## src/rtl/sysid_pkg.sv

```systemverilog
// Shared types and constants for the system-ID scan controller.
package sysid_pkg;

  typedef enum logic [2:0] {
    IDLE  = 3'd0,
    RD_ID = 3'd1,
    RD_TS = 3'd2,
    CMP   = 3'd3,
    HOST  = 3'd4
  } state_t;

  localparam logic SID_ADDR_ID = 1'b0;
  localparam logic SID_ADDR_TS = 1'b1;

  // Wait counter width; holds SETTLE in 1..15.
  localparam int WCNT_W = 4;

endpackage

```

## src/rtl/sysid_rescan_timer.sv

```systemverilog
// Idle-time rescan timer for sysid_scan_ctrl.
// Built only when SYSID_PERIODIC_RESCAN_EN is defined; in the default build
// this file contributes no module.
`ifdef SYSID_PERIODIC_RESCAN_EN
module sysid_rescan_timer #(
  parameter int unsigned PERIOD = 1000000
) (
  input  logic clock,
  input  logic reset,
  input  logic in_idle,
  output logic tick
);

  logic [31:0] idle_cnt;

  // Count consecutive IDLE cycles; any non-IDLE cycle restarts the count.
  always_ff @(posedge clock) begin
    if (reset || !in_idle) idle_cnt <= '0;
    else                   idle_cnt <= idle_cnt + 32'd1;
  end

  // Tick during the PERIOD-th idle cycle so the scan enters right after it.
  assign tick = (PERIOD != 0) && in_idle && (idle_cnt == 32'(PERIOD - 1));

endmodule
`endif

```

## src/rtl/sysid_scan_ctrl.sv

```systemverilog
// Boot-time/system-ID scan sequencer and host arbiter for the sysid slave.
// Reads ID (addr 0) and timestamp (addr 1), compares against expected
// values, and lends the slave to a single host requester when idle.
// Optional feature macro: SYSID_PERIODIC_RESCAN_EN (periodic idle rescan).
module sysid_scan_ctrl
  import sysid_pkg::*;
#(
  parameter logic [31:0] EXP_ID = 32'h0000_0000,
  parameter logic [31:0] EXP_TS = 32'h547C_DA9F,
  parameter int unsigned SETTLE = 1,
  parameter int unsigned PERIOD = 1000000
) (
  input  logic        clock,
  input  logic        reset,
  input  logic        start,
  output logic        sid_address,
  input  logic [31:0] sid_readdata,
  input  logic        host_req,
  input  logic        host_addr,
  output logic        host_gnt,
  output logic        host_rvalid,
  output logic [31:0] host_rdata,
  output logic        busy,
  output logic        done,
  output logic        id_ok,
  output logic        ts_ok,
  output logic        mismatch,
  output logic [31:0] id_word,
  output logic [31:0] ts_word
);

  localparam logic [WCNT_W-1:0] SETTLE_W = WCNT_W'(SETTLE);

  state_t            state;
  logic [WCNT_W-1:0] wcnt;
  logic              scan_pend;   // auto-scan owed after reset
  logic              rescan_tick;

`ifdef SYSID_PERIODIC_RESCAN_EN
  sysid_rescan_timer #(.PERIOD(PERIOD)) u_rescan_timer (
    .clock   (clock),
    .reset   (reset),
    .in_idle (state == IDLE),
    .tick    (rescan_tick)
  );
`else
  assign rescan_tick = 1'b0;
`endif

  // Main sequencer: arbitration, settle wait, capture and compare.
  always_ff @(posedge clock) begin
    if (reset) begin
      state       <= IDLE;
      scan_pend   <= 1'b1;
      wcnt        <= '0;
      sid_address <= 1'b0;
      host_gnt    <= 1'b0;
      host_rvalid <= 1'b0;
      host_rdata  <= '0;
      busy        <= 1'b0;
      done        <= 1'b0;
      id_ok       <= 1'b0;
      ts_ok       <= 1'b0;
      mismatch    <= 1'b0;
      id_word     <= '0;
      ts_word     <= '0;
    end else begin
      host_gnt    <= 1'b0;
      host_rvalid <= 1'b0;
      unique case (state)
        IDLE: begin
          // Scan requests win over the host; start outside IDLE is dropped.
          if (scan_pend || start || rescan_tick) begin
            state       <= RD_ID;
            scan_pend   <= 1'b0;
            busy        <= 1'b1;
            wcnt        <= SETTLE_W;
            sid_address <= SID_ADDR_ID;
          end else if (host_req) begin
            state       <= HOST;
            host_gnt    <= 1'b1;
            wcnt        <= SETTLE_W;
            sid_address <= host_addr;
          end
        end
        RD_ID: begin
          if (wcnt != '0) wcnt <= wcnt - 1'b1;
          else begin
            id_word     <= sid_readdata;
            state       <= RD_TS;
            wcnt        <= SETTLE_W;
            sid_address <= SID_ADDR_TS;
          end
        end
        RD_TS: begin
          if (wcnt != '0) wcnt <= wcnt - 1'b1;
          else begin
            ts_word     <= sid_readdata;
            state       <= CMP;
            sid_address <= SID_ADDR_ID;
          end
        end
        CMP: begin
          id_ok    <= (id_word == EXP_ID);
          ts_ok    <= (ts_word == EXP_TS);
          mismatch <= ~((id_word == EXP_ID) && (ts_word == EXP_TS));
          done     <= 1'b1;
          busy     <= 1'b0;
          state    <= IDLE;
        end
        HOST: begin
          if (wcnt != '0) wcnt <= wcnt - 1'b1;
          else begin
            host_rdata  <= sid_readdata;
            host_rvalid <= 1'b1;
            state       <= IDLE;
            sid_address <= 1'b0;
          end
        end
        default: state <= IDLE;
      endcase
    end
  end

endmodule

```

## config.mk

```make
export PLATFORM = sky130hd
export DESIGN_NAME = sysid_scan_ctrl
export DESIGN_NICKNAME = d
export VERILOG_FILES = /design/src/rtl/sysid_pkg.sv /design/src/rtl/sysid_rescan_timer.sv /design/src/rtl/sysid_scan_ctrl.sv
export SDC_FILE = /design/constraint.sdc
export NUM_CORES = 1
export LEC_CHECK = 0
export ABC_AREA = 0
export BUFFER_PORTS_ARGS = -buffer_cell sky130_fd_sc_hd__clkbuf_2
export CORE_MARGIN = 2
export CORE_UTILIZATION = 40
export DETAILED_ROUTE_END_ITERATION = 7
export PLACE_DENSITY_LB_ADDON = 0.12
export SLEW_MARGIN = 20
export SYNTH_ARGS = -nofsm -noshare
export SYNTH_HDL_FRONTEND = slang
export SYNTH_SLANG_ARGS = --single-unit
export TNS_END_PERCENT = 1
```

## constraint.sdc

```tcl
create_clock -name clock -period 3.4 [get_ports clock]
set_input_delay 0.17 -clock clock [delete_from_list [all_inputs] [get_ports clock]]
set_output_delay 0.17 -clock clock [all_outputs]
set_load 0.1 [all_outputs]
```

After elaboration in Yosys (flattened, before gate mapping)
Cells that the tools add are included.
{ "totals": {"regBits": 112, "inputBits": 37, "elab_cells": 69} }
{ "op_classes": {"add_sub_neg": 1, "n_eq_ne": 12, "mux": 20, "bitwise": 4, "n_reduce_logical": 18} }
{ "op_table": {"columns": ["op", "n"], "rows": [
  ["equality test 32 x 31 -> 1 bit, second input constant", 1],
  ["logical NOT 32 bit", 1],
  ["2-to-1 mux 4 bit", 4],
  ["2-to-1 mux 3 bit", 5],
  ["case mux 3 bit (4 select lines)", 1],
  ["case mux 4 bit (3 select lines)", 1],
  ["inequality test 2 bit, second input constant", 5],
  ["AND reduction 2 bit", 5],
  ["AND reduction 4 bit", 2],
  ["2-to-1 mux 1 bit", 7],
  ["equality test 3 x 2 -> 1 bit, second input constant", 2],
  ["inverter 1 bit", 4],
  ["nonzero test 4 bit", 1],
  ["OR reduction 2 bit", 2],
  ["subtractor 4 x 1 -> 4 bit, second input constant", 1],
  ["equality test 3 x 1 -> 1 bit, second input constant", 1],
  ["equality test 3 bit, second input constant", 1],
  ["logical NOT 3 bit", 1],
  ["inequality test 3 bit, second input constant", 1],
  ["case mux 1 bit (3 select lines)", 1],
  ["AND reduction 3 bit", 1],
  ["nonzero test 3 bit", 1],
  ["OR reduction 3 bit", 1],
  ["inequality test 2 x 1 -> 1 bit, second input constant", 1],
  ["4 further kinds", 4]
]} }

Longest topological paths before layout
Gate-level depths: netlist of the first run.
{ "logic_depth": {"word_depth": 4, "depth_mapped": 8, "mapped_depth_nobuf": 6} }

Worst setup path before layout of the first run
No wires, ideal clock.
{ "synth_timing": {"path_type": "flip-flop to flip-flop", "startpoint": "register ts_word[28]", "endpoint": "register mismatch", "setup_ns": 0.115, "arrival_time_ns": 2.029, "setup_slack_ns": 1.257, "path_stages_with_launch": 5, "n_path_buf": 0, "cell_sequence": "dfxtp_1 -> or4bb_1 -> nor4_1 -> nand2_1 -> o21a_1"} }
{ "synth_between": {"elab_chain_cells": 3} }
{ "synth_rtl": {"columns": ["element", "line", "text"], "rows": [
  ["start: declaration", "sysid_scan_ctrl.sv:29", "output logic [31:0] ts_word"],
  ["start signal: assignment", "sysid_scan_ctrl.sv:98", "ts_word <= sid_readdata;"],
  ["equality test 32 x 31 -> 1 bit", "sysid_scan_ctrl.sv:106", "mismatch <= ~((id_word == EXP_ID) && (ts_word == EXP_TS));"],
  ["logical AND 1 bit", "sysid_scan_ctrl.sv:106", null],
  ["inverter 1 bit", "sysid_scan_ctrl.sv:106", null],
  ["end signal: assignment", "sysid_scan_ctrl.sv:106", null],
  ["end: declaration", "sysid_scan_ctrl.sv:27", "output logic mismatch,"]
]} }
No other way between the ends.
A chain may end at the register's enable or synchronous reset.

Worst setup path in the final report of the first run
{ "layout_timing": {"startpoint": "register wcnt[0]", "endpoint": "register id_word[29]"} }
{ "layout_between": {"elab_chain_cells": 3} }
{ "layout_rtl": {"columns": ["element", "line", "text"], "rows": [
  ["start: declaration", "sysid_scan_ctrl.sv:35", "logic [WCNT_W-1:0] wcnt;"],
  ["start signal: assignment", "sysid_scan_ctrl.sv:87", "if (wcnt != '0) wcnt <= wcnt - 1'b1;"],
  ["start signal: assignment", "sysid_scan_ctrl.sv:96", "if (wcnt != '0) wcnt <= wcnt - 1'b1;"],
  ["start signal: assignment", "sysid_scan_ctrl.sv:112", "if (wcnt != '0) wcnt <= wcnt - 1'b1;"],
  ["nonzero test 4 bit", "sysid_scan_ctrl.sv:87", null],
  ["inverter 1 bit (no line)", null, null],
  ["AND reduction 2 bit (no line)", null, null],
  ["end signal: assignment", "sysid_scan_ctrl.sv:89", "id_word <= sid_readdata;"],
  ["end: declaration", "sysid_scan_ctrl.sv:28", "output logic [31:0] id_word,"]
]} }
No other way between the ends.

==> metrics.md, run 1 <==
| Metric | Value |
|---|---|
| Run status | finished clean |
| Seq/Total Area, Yosys | between 50% and 60% |
| Maximum vdd drop | around 0.41 mV |
| Post-synth top area share | 52.5% |
| First-pass GRT wire length | a little under 20000 um |
| CP max stage delay | about 540 ps |
| Final #Nets | 701 |
| Vias per cell | 5.12 |
| CTS H-tree depth | 3 |
| Max cap viols | 0 |
| Vias in the first global route | 3783 |
| Count leader, synth | nand2_1 |
| Syn avg cell area | between 7 and 8 sq um |
| Startpoint types | register |
| Total grt overflow | 0 |
| Average wire per standard cell | 15.1 um |
| Synth warnings | 0 |
| Critical Path Sink Type | register |
| Ratio of cells with drive above 1 in the final layout | between 20% and 30% |
| Syn_nets | 579 |
| Core Region | about 10000 sq um |
| Gate Count Post-Synth | around 540 |
| Ys async rst share | 0% |
| Pleak | 0.00209 uW |
| Die height | between 100 and 150 um |
| # setup viols final | 0 |
| Pre-CTS setup slack | roughly 1100 ps |
| Dpl hpwl | slightly below 9000 um |
| Synthesized flop and latch total | ~110 |
| Sum of negative setup slack | 0 ps |
| Post-layout utilization of the core | 50.7% |
| CTS resizes | 0 |
| Die area | 11500 sq um |
| Number of synthesized flops with an enable pin | 0 |
| CTS Buffer Depth | 2 |
| CP top delay family | simple AND/OR/NAND/NOR gates |
| Fin. Hold Viols | 0 |
| Vias | 4112 |
| Antenna Cells | 0 |
| Initial antenna violation count | 0 |
| FMAX | about 420 MHz |
| Setup WS post-layout | between 1000 and 1500 ps |
| Leading cell types by count after synthesis | nand2_1, dfxtp_1, a21oi_1 |
| Clock skew | about 11 ps |
| # IOs | 141 |
| Root buffer cell | clkbuf_8 |
| TritonRoute pass-1 iters | 4 |
| Bufs and invs on worst path | 2 |
| CTS Hold Bufs | 0 |
| Post-Syn Area | ~4300 sq um |
| Placed Area | slightly above 5000 sq um |
| Total wire length | 12100 um |
| Total Power | between 4000 and 5000 uW |
| Pwr dens | ~830 nW/um^2 |
| Max Fanout on Critical Path | 20 |
| Worst path cell trace | inv_1 > ha_1 > nor3b_2 > nand2_1 > buf_4 > nand2_1 > a21oi_1 |
| Synth area leader | dfxtp_1 |
| Slew @ Worst Pin | 774 ps |
| Number of remaining DRC errors | 0 |
| Worst path required time | approximately 3600 ps |
| 1st-iter DRT viols | approximately 190 |
| Final Cycle Share | a little over two thirds |
| Row count | 37 |
| Slowest-stage cell, CP | nand2_1 |
| Largest net degree at the start of global routing | 76 |
| Layout area overhead | 23.2% |
| Port Buffer Count | 140 |
| Crit path kind | reg -> reg |
| Starting Density | around two fifths |
| Main area contributors after synthesis | dfxtp_1, nand2_1, a21oi_1 |
| Post-CTS Setup Inserts | 0 |
| Minimum clock period | 2370 ps |
| Post-synth cell types | between 40 and 50 |
| Worst slew margin | approximately half |
| ANT nets after route | 0 |
| Final GP Congestion | 0.809 |
| Unrepaired setup endpoints after global routing | no |
| Clk sinks | approximately 110 |
| Final Max Slew Viols | 0 |
| Worst-Skew Late Latency | between 300 and 400 ps |
| Clock transition at path regs | about 110 ps |
| Final instance area | 5260 sq um |
| Cts bufs inserted | 9 |
| CTS tree | done |
| Arr. time, crit path | around 2600 ps |
| Most used cell, CP | nand2_1 |
| Synth Flop Type | dfxtp_1 |
| Chip width | around 110 um |
| Global Route Usage Sum | a little over a fifth |
| Worst min path class | in -> reg |
==> state kept, by name (all words and copies together), names as in the netlist, 3 cells and up <==
signal      flops
state           3
ts_word        32
id_word        32
host_rdata     32
wcnt            4
==> per-stage QoR <==
step,hold WS [ps],std cells
detailed placement,433,788
global placement,429,788
floorplan,247,541
finish,35.5,803
CTS,17.3,803
global route,25.5,803
==> metal layers <==
layer  track usage [%]  part of all wire (%)
met1              28.8                    46
met3              4.18                   6.4
met5                 0                     0
met4              7.14                   1.7
met2              33.5                    46
==> worst register-to-register path, stage by stage (launching register included) <==
cell     delay [ps]
dfxtp_1         310
inv_1           100
ha_1            220
nor3b_2         510
nand2_1         540
buf_4           380
nand2_1         100
a21oi_1          70
==> layout by cell type, fill, tap and decap left out, types with 2 or more instances in the layout <==
| cell | n |
|---|---|
| inv_1 | 5 |
| nand2b_1 | 2 |
| nor2_1 | 10 |
| buf_4 | 7 |
| nand4_1 | 3 |
| nand4b_1 | 2 |
| or3_1 | 3 |
| or4bb_1 | 3 |
| nand2_1 | 203 |
| a21o_1 | 2 |
| nand3b_1 | 2 |
| nor4_1 | 13 |
| clkbuf_2 | 139 |
| dfxtp_1 | 112 |
| a21oi_1 | 105 |
| clkinv_4 | 2 |
| inv_6 | 2 |
| o21ai_0 | 4 |
| nor3b_1 | 3 |
| nand3_1 | 3 |
| clkbuf_8 | 9 |
| o32ai_1 | 2 |
| nor3_1 | 2 |
| nor3b_2 | 3 |
| a211oi_1 | 2 |
==> power by group <==
group / switching, uW / internal, uW / total, uW
sequential: 167 / 1480 / 1640
combinational: 1540 / 385 / 1920
clock: 467 / 351 / 817
==> layout make-up <==
| cell class | instances | area [sq um] |
|---|---|---|
| Multi-Input combinational cell | 388 | 1860 |
| Clock buffer | 9 | 124 |
| Timing Repair Buffer | 147 | 768 |
| Sequential cell | 112 | 2240 |
| Clock inverter | 6 | 76.3 |
| Fill cell | 1079 | 5110 |
| Tap cell | 136 | 170 |
| Inverter | 5 | 18.8 |
==> final timing paths <==
check / startpoint / end / slack (ps) / depth (start not counted)
setup / recovery: wcnt[0]$_SDFFE_PP0P_ / id_word[29]$_SDFFE_PP0P_ / 1030 / 7
hold / removal: sid_readdata[27] / host_rdata[27]$_SDFFE_PP0P_ / 40 / 3
setup reg to reg: wcnt[0]$_SDFFE_PP0P_ / id_word[29]$_SDFFE_PP0P_ / 1030 / 7
hold reg to reg: host_rdata[27]$_SDFFE_PP0P_ / host_rdata[27]$_SDFFE_PP0P_ / 460 / 2
==> cell families (layout without fill, tap and decap cells) <==
family                     Yosys count  after routing  share of synthesized area (%)
adders and majority gates            1              1                          0.293
DFF                                112            112                           52.5
xor gates and xnor gates             1              1                          0.205
buffers and inverters               41            167                           4.07
AOI/OAI and AO/OA                  123            123                           15.4
and+or+nand+nor                    263            263                           27.6
No activity file was read; power rests on OpenSTA's default activity.
==> inputs of run 2 (changes only) <==
Clock period 3.4 ns to 2 ns, I/O delays scaled along.
==> metrics.md, run 2 (same netlist as run 1, synthesis figures left out) <==
| Metric | Value |
|---|---|
| Most frequent cells in the layout | nand2_1, clkbuf_2, a21oi_1, dfxtp_1, dlygate4sd3_1 |
| Regs by FF count | host_rdata x32, id_word x32, ts_word x32 |
| # setup viols final | 0 (unchanged) |
| CTS tree | done |
| Max cap viols | 0 (unchanged) |
| Die area | 11500 sq um (unchanged) |
| Worst path required time | 2270 ps (-1360 ps) |
| Core Region | 10400 sq um (unchanged) |
| Vias per cell | 5.05 (-1.4%) |
| Chip width | 107 um (unchanged) |
| Worst min path class | in -> reg |
| Global Route Usage Sum | 21.2% (+0.11 points) |
| Maximum vdd drop | 0.575 mV (+40%) |
| Arr. time, crit path | 2110 ps (-490 ps) |
| Fill cells | 1041 (-3.5%) |
| Worst slew margin | 51.7% (+3.3 points) |
| Starting Density | 41.2% (unchanged) |
| Sum of negative setup slack | 0 ps (unchanged) |
| Startpoint types | register |
| ANT nets after route | 0 (unchanged) |
| Pleak | 0.00230 uW (+10%) |
| Layout area overhead | 34.2% |
| Root buffer cell | clkbuf_8 |
| Port Buffer Count | 140 (unchanged) |
| First-pass GRT wire length | 19600 um (+1.9%) |
| Vias in the first global route | 3970 (+4.9%) |
| Inst Count DP | 798 (+1.3%) |
| Pre-CTS setup slack | 62.9 ps (-1000 ps) |
| Number of remaining DRC errors | 0 (unchanged) |
| Average wire per standard cell | 14.5 um (-3.8%) |
| Final #Nets | 745 (+6.3%) |
| FMAX | 544 MHz (+29%) |
| Row count | 37 (unchanged) |
| CTS H-tree depth | 3 (unchanged) |
| Post-CTS Setup Inserts | 0 (unchanged) |
| Ratio of cells with drive above 1 in the final layout | 26.3% (+0.93 points) |
| # IOs | 141 (unchanged) |
| Clock transition at path regs | 120 ps (about the same) |
| Slew @ Worst Pin | 724 ps (-49.4 ps) |
| Antenna Cells | 0 (unchanged) |
| Post-layout utilization of the core | 55.3% (+4.5 points) |
| Total grt overflow | 0 (unchanged) |
| Final Max Slew Viols | 0 (unchanged) |
| CTS Buffer Depth | 2 (unchanged) |
| Dpl hpwl | 8730 um (+0.72%) |
| Fin. Hold Viols | 0 (unchanged) |
| Placed Area | 5160 sq um (+1.9%) |
| Die height | 107 um (unchanged) |
| Clock skew | 14.6 ps (+3.61 ps) |
| Minimum clock period | 1840 ps (-529 ps) |
| Pwr dens | 1330 nW/um^2 (+59%) |
| Unrepaired setup endpoints after global routing | no |
| Total wire length | 12300 um (+1.6%) |
| Final instance area | 5730 sq um (+8.9%) |
| TritonRoute pass-1 iters | 4 (unchanged) |
| 1st-iter DRT viols | 208 (+7.8%) |
| Most common cell after layout, fill and taps aside | nand2_1 |
| Cts bufs inserted | 9 (unchanged) |
| Final non-filler cell total | 848 (+5.6%) |
| Final Cycle Share | 92.0% (+22 points) |
| Final GP Congestion | 0.788 (-2.6%) |
| Worst-Skew Late Latency | 380 ps (about the same) |
| Crit path kind | reg -> reg |
| Largest net degree at the start of global routing | 71 (-6.6%) |
| Setup WS post-layout | 161 ps (-871 ps) |
| Max Fanout on Critical Path | 3 (-85%) |
| Initial antenna violation count | 0 (unchanged) |
| Run status | finished clean |
| Critical Path Sink Type | register |
| Clk sinks | 112 (unchanged) |
| Vias | 4282 (+4.1%) |
## run 2: cell types whose count changed in the layout (fill, tap and decap cells not counted), sizes merged
cell,before,now
clkinv,2,3
dlygate4sd3,0,34
buf,8,18
## run 2: repair_timing
action | CTS | global route
gates resized for setup | 0 | 2
hold endpoints to repair | 96 | 0
hold buffers | 34 | 0
endpoints found under the setup margin | 0 | 30
## run 2: path summary, 6_finish.rpt
check,startpoint,end,slack (ps),depth (start not counted)
setup / recovery,ts_word[27]$_SDFFE_PP0P_,mismatch$_SDFFE_PP0P_,160,5
hold / removal,host_req,sid_address$_SDFFE_PP0P_,220,5
setup reg to reg,ts_word[27]$_SDFFE_PP0P_,mismatch$_SDFFE_PP0P_,160,5
hold reg to reg,wcnt[1]$_SDFFE_PP0P_,wcnt[1]$_SDFFE_PP0P_,460,2
## run 2: area by class of cell
cell class	count	area [sq um]	share of cell area [%]
flip-flops and latches	112	2250	39.3
multi-input cells	388	1870	32.7
repair buffers	191	1200	20.9
well taps	136	170	2.97
clock buffers	9	124	2.16
clock inverters	7	97.6	1.70
inverters	5	18.8	0.327
## run 2: where the power goes
part | total, uW | switching (uW) | internal (uW)
Clock | 1460 | 839 | 621
Combinational | 3360 | 2620 | 742
Sequential | 2790 | 278 | 2510
Total | 7610 | 3740 | 3880
## run 2: metal layers
layer	routed length, um	track usage, %
met2	5900	35.5
met5	0	0
met4	147	5.49
met1	5380	26.8
met3	868	6.23
## run 2: through the flow
stage	hold WS, ps	power [uW]
after floorplan	177	5450
after global placement	352	6100
after detailed placement	358	6140
after CTS	200	7640
after global routing	223	7990
final	216	7610
## run 2: critical path, cell delays in order, from the launching register on
cell	delay (ps)
dfxtp_1	350
or4bb_1	570
nor4_1	420
buf_4	190
nand2_1	40
o21a_1	170
